**src/rtl/cook_timer_if.sv**
```systemverilog
// cook_timer_if: keypad, magnetron and display signals of the cook timer
//   master drives clear/digit_valid/digit/mag_on and observes the outputs;
//   slave (the timer) is the reverse.
interface cook_timer_if;
  logic       clear;
  logic       digit_valid;
  logic [3:0] digit;
  logic       mag_on;
  logic [3:0] min_tens;
  logic [3:0] min_ones;
  logic [3:0] sec_tens;
  logic [3:0] sec_ones;
  logic       tick;
  logic       timer_done;
  modport master (
    output clear, digit_valid, digit, mag_on,
    input  min_tens, min_ones, sec_tens, sec_ones, tick, timer_done
  );
  modport slave (
    input  clear, digit_valid, digit, mag_on,
    output min_tens, min_ones, sec_tens, sec_ones, tick, timer_done
  );
endinterface

```
**src/rtl/cook_timer.sv**
```systemverilog
// cook_timer: MM:SS BCD countdown timer with keypad digit entry
//   clk, rst (async, active high)
//   bus.slave: clear, digit_valid, digit, mag_on in;
//              min_tens, min_ones, sec_tens, sec_ones, tick, timer_done out
module cook_timer #(
  parameter int TICKS_PER_SEC = 100_000_000
) (
  input logic         clk,
  input logic         rst,
  cook_timer_if.slave bus
);
  localparam int PW = $clog2(TICKS_PER_SEC);
  logic [PW-1:0] pre;
  logic [3:0] mt, mo, st, so, mt_n, mo_n, st_n, so_n;
  logic done, run, step, entry, tick;
  assign done  = ~|{mt, mo, st, so};
  assign run   = bus.mag_on & ~done;
  assign step  = run & (pre == PW'(TICKS_PER_SEC - 1));
  assign entry = bus.digit_valid & ~bus.mag_on & (bus.digit <= 4'd9);
  // Borrow chain; min_tens never underflows because step requires ~done.
  always_comb begin
    so_n = (so != 4'd0) ? so - 4'd1 : 4'd9;
    st_n = (so != 4'd0) ? st : (st != 4'd0) ? st - 4'd1 : 4'd5;
    mo_n = ((so | st) != 4'd0) ? mo : (mo != 4'd0) ? mo - 4'd1 : 4'd9;
    mt_n = ((so | st | mo) != 4'd0) ? mt : mt - 4'd1;
  end
  always_ff @(posedge clk or posedge rst) begin
    if (rst) begin
      {mt, mo, st, so} <= '0;
      pre              <= '0;
      tick             <= 1'b0;
    end else if (bus.clear) begin
      {mt, mo, st, so} <= '0;
      pre              <= '0;
      tick             <= 1'b0;
    end else begin
      // Prescaler is held at 0 whenever not running, so pauses drop partial seconds.
      pre  <= (step || !run) ? '0 : pre + 1'b1;
      tick <= step;
      if (step)
        {mt, mo, st, so} <= {mt_n, mo_n, st_n, so_n};
      else if (entry)
        {mt, mo, st, so} <= {mo, st, so, bus.digit};
    end
  end
  assign bus.min_tens   = mt;
  assign bus.min_ones   = mo;
  assign bus.sec_tens   = st;
  assign bus.sec_ones   = so;
  assign bus.tick       = tick;
  assign bus.timer_done = done;
endmodule

```
**src/flat_wrapper.sv**
```systemverilog
// flat-port wrapper written by rule: the top's interface ports become plain ports
module cook_timer_flat 
#(
  parameter int TICKS_PER_SEC = 100_000_000
)
  (clk, rst, bus_clear, bus_digit_valid, bus_digit, bus_mag_on, bus_min_tens, bus_min_ones, bus_sec_tens, bus_sec_ones, bus_tick, bus_timer_done);
  cook_timer_if bus_i ();
  input logic clk;
  input logic rst;
  input wire logic [$bits(bus_i.clear)-1:0] bus_clear;
  input wire logic [$bits(bus_i.digit_valid)-1:0] bus_digit_valid;
  input wire logic [$bits(bus_i.digit)-1:0] bus_digit;
  input wire logic [$bits(bus_i.mag_on)-1:0] bus_mag_on;
  output wire logic [$bits(bus_i.min_tens)-1:0] bus_min_tens;
  output wire logic [$bits(bus_i.min_ones)-1:0] bus_min_ones;
  output wire logic [$bits(bus_i.sec_tens)-1:0] bus_sec_tens;
  output wire logic [$bits(bus_i.sec_ones)-1:0] bus_sec_ones;
  output wire logic [$bits(bus_i.tick)-1:0] bus_tick;
  output wire logic [$bits(bus_i.timer_done)-1:0] bus_timer_done;
  assign bus_i.clear = bus_clear;
  assign bus_i.digit_valid = bus_digit_valid;
  assign bus_i.digit = bus_digit;
  assign bus_i.mag_on = bus_mag_on;
  assign bus_min_tens = bus_i.min_tens;
  assign bus_min_ones = bus_i.min_ones;
  assign bus_sec_tens = bus_i.sec_tens;
  assign bus_sec_ones = bus_i.sec_ones;
  assign bus_tick = bus_i.tick;
  assign bus_timer_done = bus_i.timer_done;
  cook_timer #(.TICKS_PER_SEC(TICKS_PER_SEC)) u_core (.clk(clk), .rst(rst), .bus(bus_i));
endmodule
```
**config.mk**
```make
export PLATFORM = sky130hd
export DESIGN_NAME = cook_timer_flat
export DESIGN_NICKNAME = d
export VERILOG_FILES = /design/src/rtl/cook_timer_if.sv /design/src/rtl/cook_timer.sv /design/src/flat_wrapper.sv
export SDC_FILE = /design/constraint.sdc
export NUM_CORES = 1
export LEC_CHECK = 0
export ABC_CLOCK_PERIOD_IN_PS = 2420
export CAP_MARGIN = 10
export CORE_ASPECT_RATIO = 1.1
export CORE_MARGIN = 8
export CORE_UTILIZATION = 56
export DETAILED_ROUTE_END_ITERATION = 6
export PLACE_DENSITY = 0.88
export SLEW_MARGIN = 10
export SYNTH_ARGS = -nofsm -noshare
export SYNTH_HDL_FRONTEND = slang
export SYNTH_SLANG_ARGS = --single-unit
export TNS_END_PERCENT = 20
```
**constraint.sdc**
```tcl
create_clock -name clk -period 2.42 [get_ports clk]
set_input_delay 0.484 -clock clk [delete_from_list [all_inputs] [get_ports clk]]
set_output_delay 0.484 -clock clk [all_outputs]
set_load 0.05 [all_outputs]
```
==> results.md <==
## Clock tree
• 2 — Bufs on Longest Clock Path
• 44 — clock net sink count
• 0.09 ns — clock edge transition at the registers on the reported setup and hold paths
• 0.30 ns — clock latency at the later pin of the worst-skew pair
• done — clock tree from TritonCTS
• 5 — Inserted Clock Buffers
• sky130_fd_sc_hd__clkbuf_8 — root buffer cell
• 0 — hold buffers post-CTS
• 2 — Clock H-tree levels

## STA
• 0 — number of hold violations in the final report
• 2.27 ns — final critical delay including setup and external delays
• 441 MHz — Peak Freq
• 65.4% — remaining max-slew budget at the tightest pin
• no — setup repair after global routing missed its margin
• 0 — final-report setup violation count
• 0 — count of final max-slew check failures
• 0.489 ns — Worst Hold Margin
• 0.517 ns — worst slew pin tran
• 0 ns — total negative slack for setup checks
• 93.7% — portion of the clock cycle consumed by the worst path in the final layout
• 0.0113 ns — Max Clock Skew

## Job
• 0 — # Max-Cap Violations

## Detailed routing
• 0 — antenna viol nets, final
• 15.6 um — Wirelength per Cell
• 2208 — via count
• 5760 um — Final Routed Wirelength
• 0 — post-detailed-route DRC marker count
• 4 — First-pass DRT Iterations
• 6.00 — vias per inst
• 115 — Starting DRT DRC Count

## Synth
• 41.9% — top-area cell type share of the netlist area
• 276 — Post-Synthesis Cells
• 100% — FFs w/ async S/R, synth
• sky130_fd_sc_hd__dfrtp_1 (42%), sky130_fd_sc_hd__xnor2_1 (6.0%), sky130_fd_sc_hd__nor2_1 (5.9%) — top area cells in the synthesized netlist
• sky130_fd_sc_hd__dfrtp_1 — library cell with the highest instance count after synthesis
• 0 — number of synthesized flops with an enable pin
• sky130_fd_sc_hd__dfrtp_1 — most used flip-flop cell after synthesis
• 44 — post-synthesis register bit count
• 9.52 um2 — mean post-synth cell area
• sky130_fd_sc_hd__dfrtp_1 — cell type contributing the most total cell area after synthesis
• 0 — Synthesis Warnings
• 287 — Mapped Nets
• 51 — number of unique standard cell types used by synthesis
• 2630 um2 — Syn Std Cell Area
• 41.9% — sequential-to-total area share from yosys stat
• sky130_fd_sc_hd__dfrtp_1 (44), sky130_fd_sc_hd__nor2_1 (41), sky130_fd_sc_hd__xnor2_1 (18), sky130_fd_sc_hd__nand2_1 (14), sky130_fd_sc_hd__o22ai_1 (12) — cell types with the highest counts after synthesis

## Power and ir drop
• 0.518 mW — P_sw
• 529 nW/um2 — Cell Pwr Density
• 1.23 nW — static power due to leakage
• 48.3% — register share of total power
• 288 uV — maximum vdd drop
• 1.12 mW — Internal Power
• 21.3% — power share of the combinational group
• 31.5% — switch share
• 30.4% — fraction of power consumed by the clock network

## Final layout
• 67.6% — core utilization of the finished layout
• 0 — antenna cell count
• 368 — post-route insts no fill
• 322 — number of nets in the layout
• 13.8% — fraction of final layout cells with drive strength greater than 1
• 18.1% — synth-to-layout area growth

## Global route
• 2176 — number of global-route vias before repair
• 0 — antenna violations before repair
• 17.3% — global-route total usage across every layer
• 10000 um — global-route wire length before repair
• 28 — pin count of the biggest net entering global routing
• 0 — total congestion overflow after global routing

## Critical path
• 0.49 ns — CP peak stage delay
• nor4b_1 > and4_1 > o211a_4 > buf_4 > o22ai_1 > mux2_2 — crit path cell chain
• 13 — worst-path fanout max
• 2.61 ns — data required time of the critical path
• sky130_fd_sc_hd__and4_1 — slowest stage cell, crit path
• flip-flop — Setup crit start kind
• 2.46 ns — Crit path arrival time
• flip-flop to flip-flop — category of the critical setup timing path
• flip-flop — Critical Path End Type

## Hold path
• flip-flop to flip-flop — path type of the worst min-delay path

## Floorplan
• 81.3 um — x dimension of the die
• 27 — I/O pin count
• 57.3% — starting density of the core
• 26 — row count
• 7140 um2 — overall die area
• 4590 um2 — core box area
• 87.8 um — Die Height

## Placed design
• 360 — Cells after DPL
• 26 — number of I/O port buffers
• 0.872 — global placement routability congestion
• 4050 um — HPWL Detailed

## Outcome
• complete, no violations — result of the run

routing by layer:
layer,track usage [%],up-vias,wire [um]
met5,0,-,0
met4,5.69,0,97
li1,-,1063,-
met2,29.8,63,2940
met1,20.5,1071,2370
met3,4.00,11,351
final cells by class:
class,instances,area [um2]
Sequential cell,44,1100
Clock buffer,6,82.6
Inverter,10,37.5
Timing Repair Buffer,39,368
Clock inverter,2,15.0
Multi-Input combinational cell,211,1430
Tap cell,56,70.1
Fill cell,362,1480
cell usage in the layout (no fill, tap or decap), types with 3 or more instances in the layout:
cell	instances
sky130_fd_sc_hd__mux2_2	5
sky130_fd_sc_hd__nand4_1	3
sky130_fd_sc_hd__clkbuf_8	6
sky130_fd_sc_hd__nand3_1	11
sky130_fd_sc_hd__and4_1	4
sky130_fd_sc_hd__nor2b_1	3
sky130_fd_sc_hd__nor4_2	3
sky130_fd_sc_hd__o22ai_1	12
sky130_fd_sc_hd__nor2_1	40
sky130_fd_sc_hd__xor2_1	7
sky130_fd_sc_hd__nand2b_1	6
sky130_fd_sc_hd__nor4_1	8
sky130_fd_sc_hd__and2_1	6
sky130_fd_sc_hd__nor3_1	10
sky130_fd_sc_hd__o21ai_0	4
sky130_fd_sc_hd__dfrtp_1	43
sky130_fd_sc_hd__mux2i_1	8
sky130_fd_sc_hd__nand2_1	13
sky130_fd_sc_hd__and3_1	6
sky130_fd_sc_hd__a21oi_1	5
sky130_fd_sc_hd__inv_1	10
sky130_fd_sc_hd__xnor2_1	18
sky130_fd_sc_hd__buf_4	13
sky130_fd_sc_hd__a22o_1	3
sky130_fd_sc_hd__clkdlybuf4s50_1	25
final timing paths:
kind	endpoint	slack, ns	cells past startpoint	from
max	u_core.bus.min_ones[2]	0.15	6	u_core.pre[8]
min	u_core.pre[0]	0.49	1	u_core.pre[0]
max reg2reg	u_core.bus.min_ones[2]	0.15	6	u_core.pre[8]
min reg2reg	u_core.pre[0]	0.49	1	u_core.pre[0]
max in group asynchronous	u_core.pre[20]	1.31	4	rst
min in group asynchronous	u_core.bus.sec_tens[2]	0.50	3	rst
cell families (layout without fill, tap and decap cells):
group	Yosys count	in the layout	share of synthesized area, %
fa+ha+maj	2	2	0.952
mux	14	14	5.76
buf+inv	21	57	4.38
xor+xnor	25	25	8.33
flops	44	44	41.9
compound gates	42	42	11.9
simple gates	128	128	26.8
timing repair:
action | CTS | global route
resized for setup | 0 | 3
setup buffers | 0 | 0
setup endpoints to repair | 0 | 9
sequential cells by signal, summed over array words and instances (netlist names):
name and flops:
u_core.bus.min_ones 4, u_core.bus.min_tens 4, u_core.bus.sec_ones 4, u_core.bus.sec_tens 4
u_core.bus.tick 1, u_core.pre 27
critical path: cells and delay by family (launching register included):
kind                   cells  cell delay (ns)
and+or+nand+nor            2             0.83
DFF                        1             0.46
AOI/OAI and AO/OA          2             0.37
muxes                      1             0.29
buffers and inverters      1             0.20
metrics by stage:
step	instance area (um2)	setup slack [ns]	power [mW]
after floorplan	2630	0.0237	1.04
after global placement	2990	0.0592	1.15
after detailed placement	2990	0.00214	1.15
after CTS	3090	0.0156	1.64
after global routing	3100	0.0379	1.71
final	3100	0.152	1.64
power by group through the flow:
stage / Combinational (mW) / Clock (mW) / Sequential, mW
after floorplan: 0.167 / 0 / 0.871
after global placement: 0.340 / 0 / 0.806
after detailed placement: 0.345 / 0 / 0.807
after CTS: 0.347 / 0.506 / 0.792
after global routing: 0.379 / 0.534 / 0.798
final: 0.349 / 0.500 / 0.793
Power figures use the tool's default switching activity.
